<file path="src/rtl/elevator_motion_ctrl.sv">
// Movement and door sequencer for a 3-floor elevator: latches calls into request LEDs,
// picks stops with a SCAN policy, and times floor-to-floor travel and door dwell.
module elevator_motion_ctrl #(
  parameter int TRAVEL_TICKS = 16,
  parameter int DOOR_TICKS   = 32,
  parameter int CNT_W        = 6
) (
  input  logic       clk,
  input  logic       reset,
  input  logic       st_btn,
  input  logic       nd_btn,
  input  logic       rd_btn,
  output logic [1:0] floor,
  output logic       st_led,
  output logic       nd_led,
  output logic       rd_led,
  output logic       is_mooving,
  output logic       dir_up,
  output logic       door_open
);

  typedef enum logic [1:0] {IDLE, MOVE_UP, MOVE_DN, DOOR} state_t;

  localparam logic [CNT_W-1:0] TRAVEL_LAST = CNT_W'(TRAVEL_TICKS - 1);
  localparam logic [CNT_W-1:0] DOOR_LAST   = CNT_W'(DOOR_TICKS - 1);

  state_t           state;
  logic [2:0]       leds;
  logic [CNT_W-1:0] counter;

  logic [2:0] btn, here, above, below, arrive_up, arrive_dn, latch_set, leds_set;
  logic       parked, call_here, any_above, any_below, travel_done, door_done;

  // One-hot floor masks; floor 2'b11 gives all-zero masks, which forces IDLE.
  assign btn       = {rd_btn, nd_btn, st_btn};
  assign here      = 3'b001 << floor;
  assign above     = {here[1] | here[0], here[0], 1'b0};
  assign below     = {1'b0, here[2], here[2] | here[1]};
  assign arrive_up = {here[1:0], 1'b0};
  assign arrive_dn = {1'b0, here[2:1]};

  // A call for the floor we are parked at opens the door instead of lighting a LED.
  assign parked      = (state == IDLE) || (state == DOOR);
  assign latch_set   = btn & ~(parked ? here : 3'b000);
  assign leds_set    = leds | latch_set;
  assign call_here   = |((btn | leds) & here);
  assign any_above   = |(leds & above);
  assign any_below   = |(leds & below);
  assign travel_done = (counter == TRAVEL_LAST);
  assign door_done   = (counter == DOOR_LAST);

  assign st_led = leds[0];
  assign nd_led = leds[1];
  assign rd_led = leds[2];

  always_ff @(posedge clk or posedge reset) begin
    if (reset) begin
      state      <= IDLE;
      floor      <= 2'd0;
      leds       <= 3'b000;
      dir_up     <= 1'b1;
      is_mooving <= 1'b0;
      door_open  <= 1'b0;
      counter    <= '0;
    end else begin
      leds <= leds_set;
      case (state)
        IDLE: begin
          counter <= '0;
          if (call_here) begin
            state     <= DOOR;
            door_open <= 1'b1;
            leds      <= leds_set & ~here;
          end else if (dir_up && any_above) begin
            state      <= MOVE_UP;
            is_mooving <= 1'b1;
          end else if (!dir_up && any_below) begin
            state      <= MOVE_DN;
            is_mooving <= 1'b1;
          end else if (dir_up && any_below) begin
            dir_up     <= 1'b0;
            state      <= MOVE_DN;
            is_mooving <= 1'b1;
          end else if (!dir_up && any_above) begin
            dir_up     <= 1'b1;
            state      <= MOVE_UP;
            is_mooving <= 1'b1;
          end
        end

        MOVE_UP: begin
          if (travel_done) begin
            counter <= '0;
            if (arrive_up == 3'b000) begin
              state      <= IDLE;
              is_mooving <= 1'b0;
            end else begin
              floor <= floor + 2'd1;
              if (|(leds & arrive_up)) begin
                state      <= DOOR;
                is_mooving <= 1'b0;
                door_open  <= 1'b1;
                leds       <= leds_set & ~arrive_up;
              end else if (!(|(leds & above & ~arrive_up))) begin
                state      <= IDLE;
                is_mooving <= 1'b0;
              end
            end
          end else begin
            counter <= counter + CNT_W'(1);
          end
        end

        MOVE_DN: begin
          if (travel_done) begin
            counter <= '0;
            if (arrive_dn == 3'b000) begin
              state      <= IDLE;
              is_mooving <= 1'b0;
            end else begin
              floor <= floor - 2'd1;
              if (|(leds & arrive_dn)) begin
                state      <= DOOR;
                is_mooving <= 1'b0;
                door_open  <= 1'b1;
                leds       <= leds_set & ~arrive_dn;
              end else if (!(|(leds & below & ~arrive_dn))) begin
                state      <= IDLE;
                is_mooving <= 1'b0;
              end
            end
          end else begin
            counter <= counter - CNT_W'(0) + CNT_W'(1);
          end
        end

        DOOR: begin
          // A fresh call for this floor restarts the dwell, even on its last cycle.
          if (|(btn & here)) begin
            counter <= '0;
          end else if (door_done) begin
            state     <= IDLE;
            door_open <= 1'b0;
            counter   <= '0;
          end else begin
            counter <= counter + CNT_W'(1);
          end
        end

        default: begin
          state      <= IDLE;
          is_mooving <= 1'b0;
          door_open  <= 1'b0;
          counter    <= '0;
        end
      endcase
    end
  end

endmodule

</file>
<file path="config.mk">
export PLATFORM = sky130hd
export DESIGN_NAME = elevator_motion_ctrl
export DESIGN_NICKNAME = d
export VERILOG_FILES = /design/src/rtl/elevator_motion_ctrl.sv
export SDC_FILE = /design/constraint.sdc
export NUM_CORES = 1
export LEC_CHECK = 0
export CORE_AREA = 5 5 51 53
export CTS_CLUSTER_DIAMETER = 120
export DETAILED_ROUTE_END_ITERATION = 10
export DIE_AREA = 0 0 56 58
export GPL_TIMING_DRIVEN = 0
export PLACE_DENSITY = 0.9
export SYNTH_ARGS = -nofsm -noshare
export SYNTH_HDL_FRONTEND = slang
export SYNTH_SLANG_ARGS = --single-unit
</file>
<file path="constraint.sdc">
create_clock -name clk -period 3.65 [get_ports clk]
set_clock_uncertainty 0.2 [all_clocks]
set_input_delay 0.9125 -clock clk [delete_from_list [all_inputs] [get_ports clk]]
set_output_delay 0.9125 -clock clk [all_outputs]
set_load 0.1 [all_outputs]
</file>
==> summary.md <==
| Metric | Value |
|---|---|
| Row count | `17` |
| First-pass GRT wire length | `4210 um` |
| Fill cells | `158` |
| Synthesis-stage register bit count | `16` |
| Root Buffer | `clkbuf_4` |
| Final setup vio count | `0` |
| Max-slew violation count | `0` |
| Worst-Margin Slew | `0.970 ns` |
| Global Route Usage Sum | `0.161` |
| Synth area leaders | `dfrtp_1 (32%), ha_1 (13%), o21ai_0 (4.7%)` |
| Syn avg cell area | `8.89 um2` |
| Commonest non-fill, non-tap cells in the layout | `dfrtp_1 (15), inv_1 (14), ha_1 (12), clkdlybuf4s50_1 (12)` |
| Rel. slew slack | `0.352` |
| Num CTS Buffers | `3` |
| Vias | `1037` |
| Num ports | `13` |
| Global placement routability congestion | `1.01` |
| Post-CTS Setup Inserts | `0` |
| Critical R2R Launch | `floor[0]$_DFFE_PP0P_` |
| Delay of the slowest critical-path stage | `1.13 ns` |
| HP Class | `flop to flop` |
| Die area | `3250 um2` |
| Pre-antenna DRT Iters | `4` |
| CP startpoint | `dir_up$_DFFE_PP1P_` |
| Yosys cell types | `34` |
| Register Area | `402 um2` |
| Initial drt markers | `56` |
| Final Core Density | `0.643` |
| Status | `completed` |
| Max Cap Viol | `0` |
| Register area share after synthesis | `0.342` |
| Gates resized, CTS repair | `0` |
| DR WL/cell | `14.4 um` |
| Maximum clock rate | `324 MHz` |
| Final Hold Viols | `0` |
| Crit path time final | `3.09 ns` |
| CP max-delay cell | `clkdlybuf4s50_1` |
| CP Data Required Time | `2.54 ns` |
| Synth top area share | `0.320` |
| Worst setup EP type | `output port` |
| Clock sinks | `16` |
| Initial Util | `0.557` |
| Vias in the first global route | `994` |
| RSZ-0062 raised after global routing | `no` |
| Dpl ws | `0.650 ns` |
| Share of cells above drive strength 1 | `0.0946` |
| DRT Wirelength | `2530 um` |
| IO buf count | `12` |
| Pin count of the biggest net entering global routing | `17` |
| Die Height | `58 um` |
| DRC errors left | `0` |
| CP bufs+invs | `1` |
| Antenna cells | `0` |
| Most common cell after layout, fill and taps aside | `dfrtp_1` |
| Period utilization | `0.846` |
| Die W | `56 um` |
| Gr ovfl total | `0` |
| Antenna violations before repair | `0` |
| Setup Total Neg Slack | `0 ns` |
| Maximum fanout along the worst path | `4` |
| Clk pin slew, worst setup/hold paths | `0.09 ns` |
| Layout area overhead | `15.5%` |
| Core area | `2110 um2` |
| Synthesized instance count | `132` |
| Final HPWL DP | `1940 um` |
| Post-layout net count | `166` |
| TritonCTS clock tree | `done` |
| Multi-input gate area | `704 um2` |
| Via/cell ratio | `5.89` |
| Cell taking the most area after synthesis | `dfrtp_1` |
| Worst setup SP type | `flop` |
| H-tree depth | `1` |
| Post-route setup slack | `0.563 ns` |
| Worst setup path class | `flop to output port` |
| Cell Area, Synth | `1170 um2` |
| Yosys warnings | `0` |
| Hold_buf cts | `0` |
| Clk buf depth | `2` |
| CP cell instances | `clkdlybuf4s50_1` |
| Worst skew pair latency | `0.28 ns` |
| ANT nets after route | `0` |
| Crit path max-delay family | `buffers and inverters` |
| WP data arrival | `1.97 ns` |
| Critical hold path startpoint | `counter[0]$_DFF_PP0_` |
| Net count after synthesis | `149` |
final cells by class:
cell class / count / area share
multi-input cells: 99 / 0.520
plain buffers: 3 / 0.0111
repair buffers: 12 / 0.0886
inverters: 14 / 0.0388
clock buffers: 4 / 0.0194
well taps: 28 / 0.0259
flip-flops and latches: 16 / 0.296
per-layer routing:
metal,up-vias,global-route usage,part of all wire
met2,52,0.277,0.50
met5,-,0,0
met3,8,0.0267,0.068
met4,0,0.0915,0.021
li1,495,-,-
met1,482,0.189,0.41
cells by family (layout without fill, tap and decap cells):
logic type / after synthesis / after routing / synth area share
AOI/OAI and AO/OA: 37 / 37 / 0.209
xor gates and xnor gates: 7 / 7 / 0.0522
adders and majority gates: 12 / 12 / 0.128
buffers and inverters: 17 / 33 / 0.0576
DFF: 16 / 16 / 0.342
muxes: 4 / 4 / 0.0373
and+or+nand+nor: 39 / 39 / 0.174
synth_stat cells:
master / instances
dfstp_2: 1
a22oi_1: 1
nand2_1: 10
a21oi_1: 9
or2_1: 1
dfrtp_1: 15
nor2b_1: 2
o21ai_0: 11
nand4b_4: 1
o41ai_2: 1
mux2i_1: 1
xnor2_1: 6
ha_1: 12
a21o_1: 1
buf_2: 3
mux2_2: 3
nor3b_1: 1
o31ai_1: 1
xor2_1: 1
nand3_1: 5
a22o_1: 1
a21boi_0: 2
nor3_2: 1
a222oi_1: 1
nor2_1: 11
o21bai_1: 1
o22ai_1: 2
inv_1: 14
a211oi_1: 3
a211oi_2: 1
a2111oi_0: 2
and3_1: 1
nand4_1: 3
nor3_1: 3
final timing paths:
check	end	slack [ns]	cells after the start
hold reg to reg	counter[0]$_DFF_PP0_	0.27	1
max in group asynchronous	counter[0]$_DFF_PP0_	2.04	2
min in group asynchronous	counter[4]$_DFF_PP0_	0.80	2
setup / recovery	dir_up	0.56	1
hold / removal	counter[0]$_DFF_PP0_	0.27	1
setup reg to reg	state[0]$_DFFE_PP0P_	1.13	6
metrics by stage:
step                      cell area [um2]  cells  hold slack (ns)
after CTS                            1360    176            0.274
final                                1360    176            0.266
after global placement               1330    172            0.240
after global routing                 1360    176            0.291
after detailed placement             1330    172            0.260
after floorplan                      1170    132            0.225
state kept, by name, indices dropped and copies added, names as in the netlist:
name / flops
counter: 6
leds: 3
floor: 2
state: 2
dir_up: 1
door_open: 1
is_mooving: 1
Power is left out: the tool's default activity adds up to more than one toggle a clock period on the data nets, which glitch-free logic cannot reach.
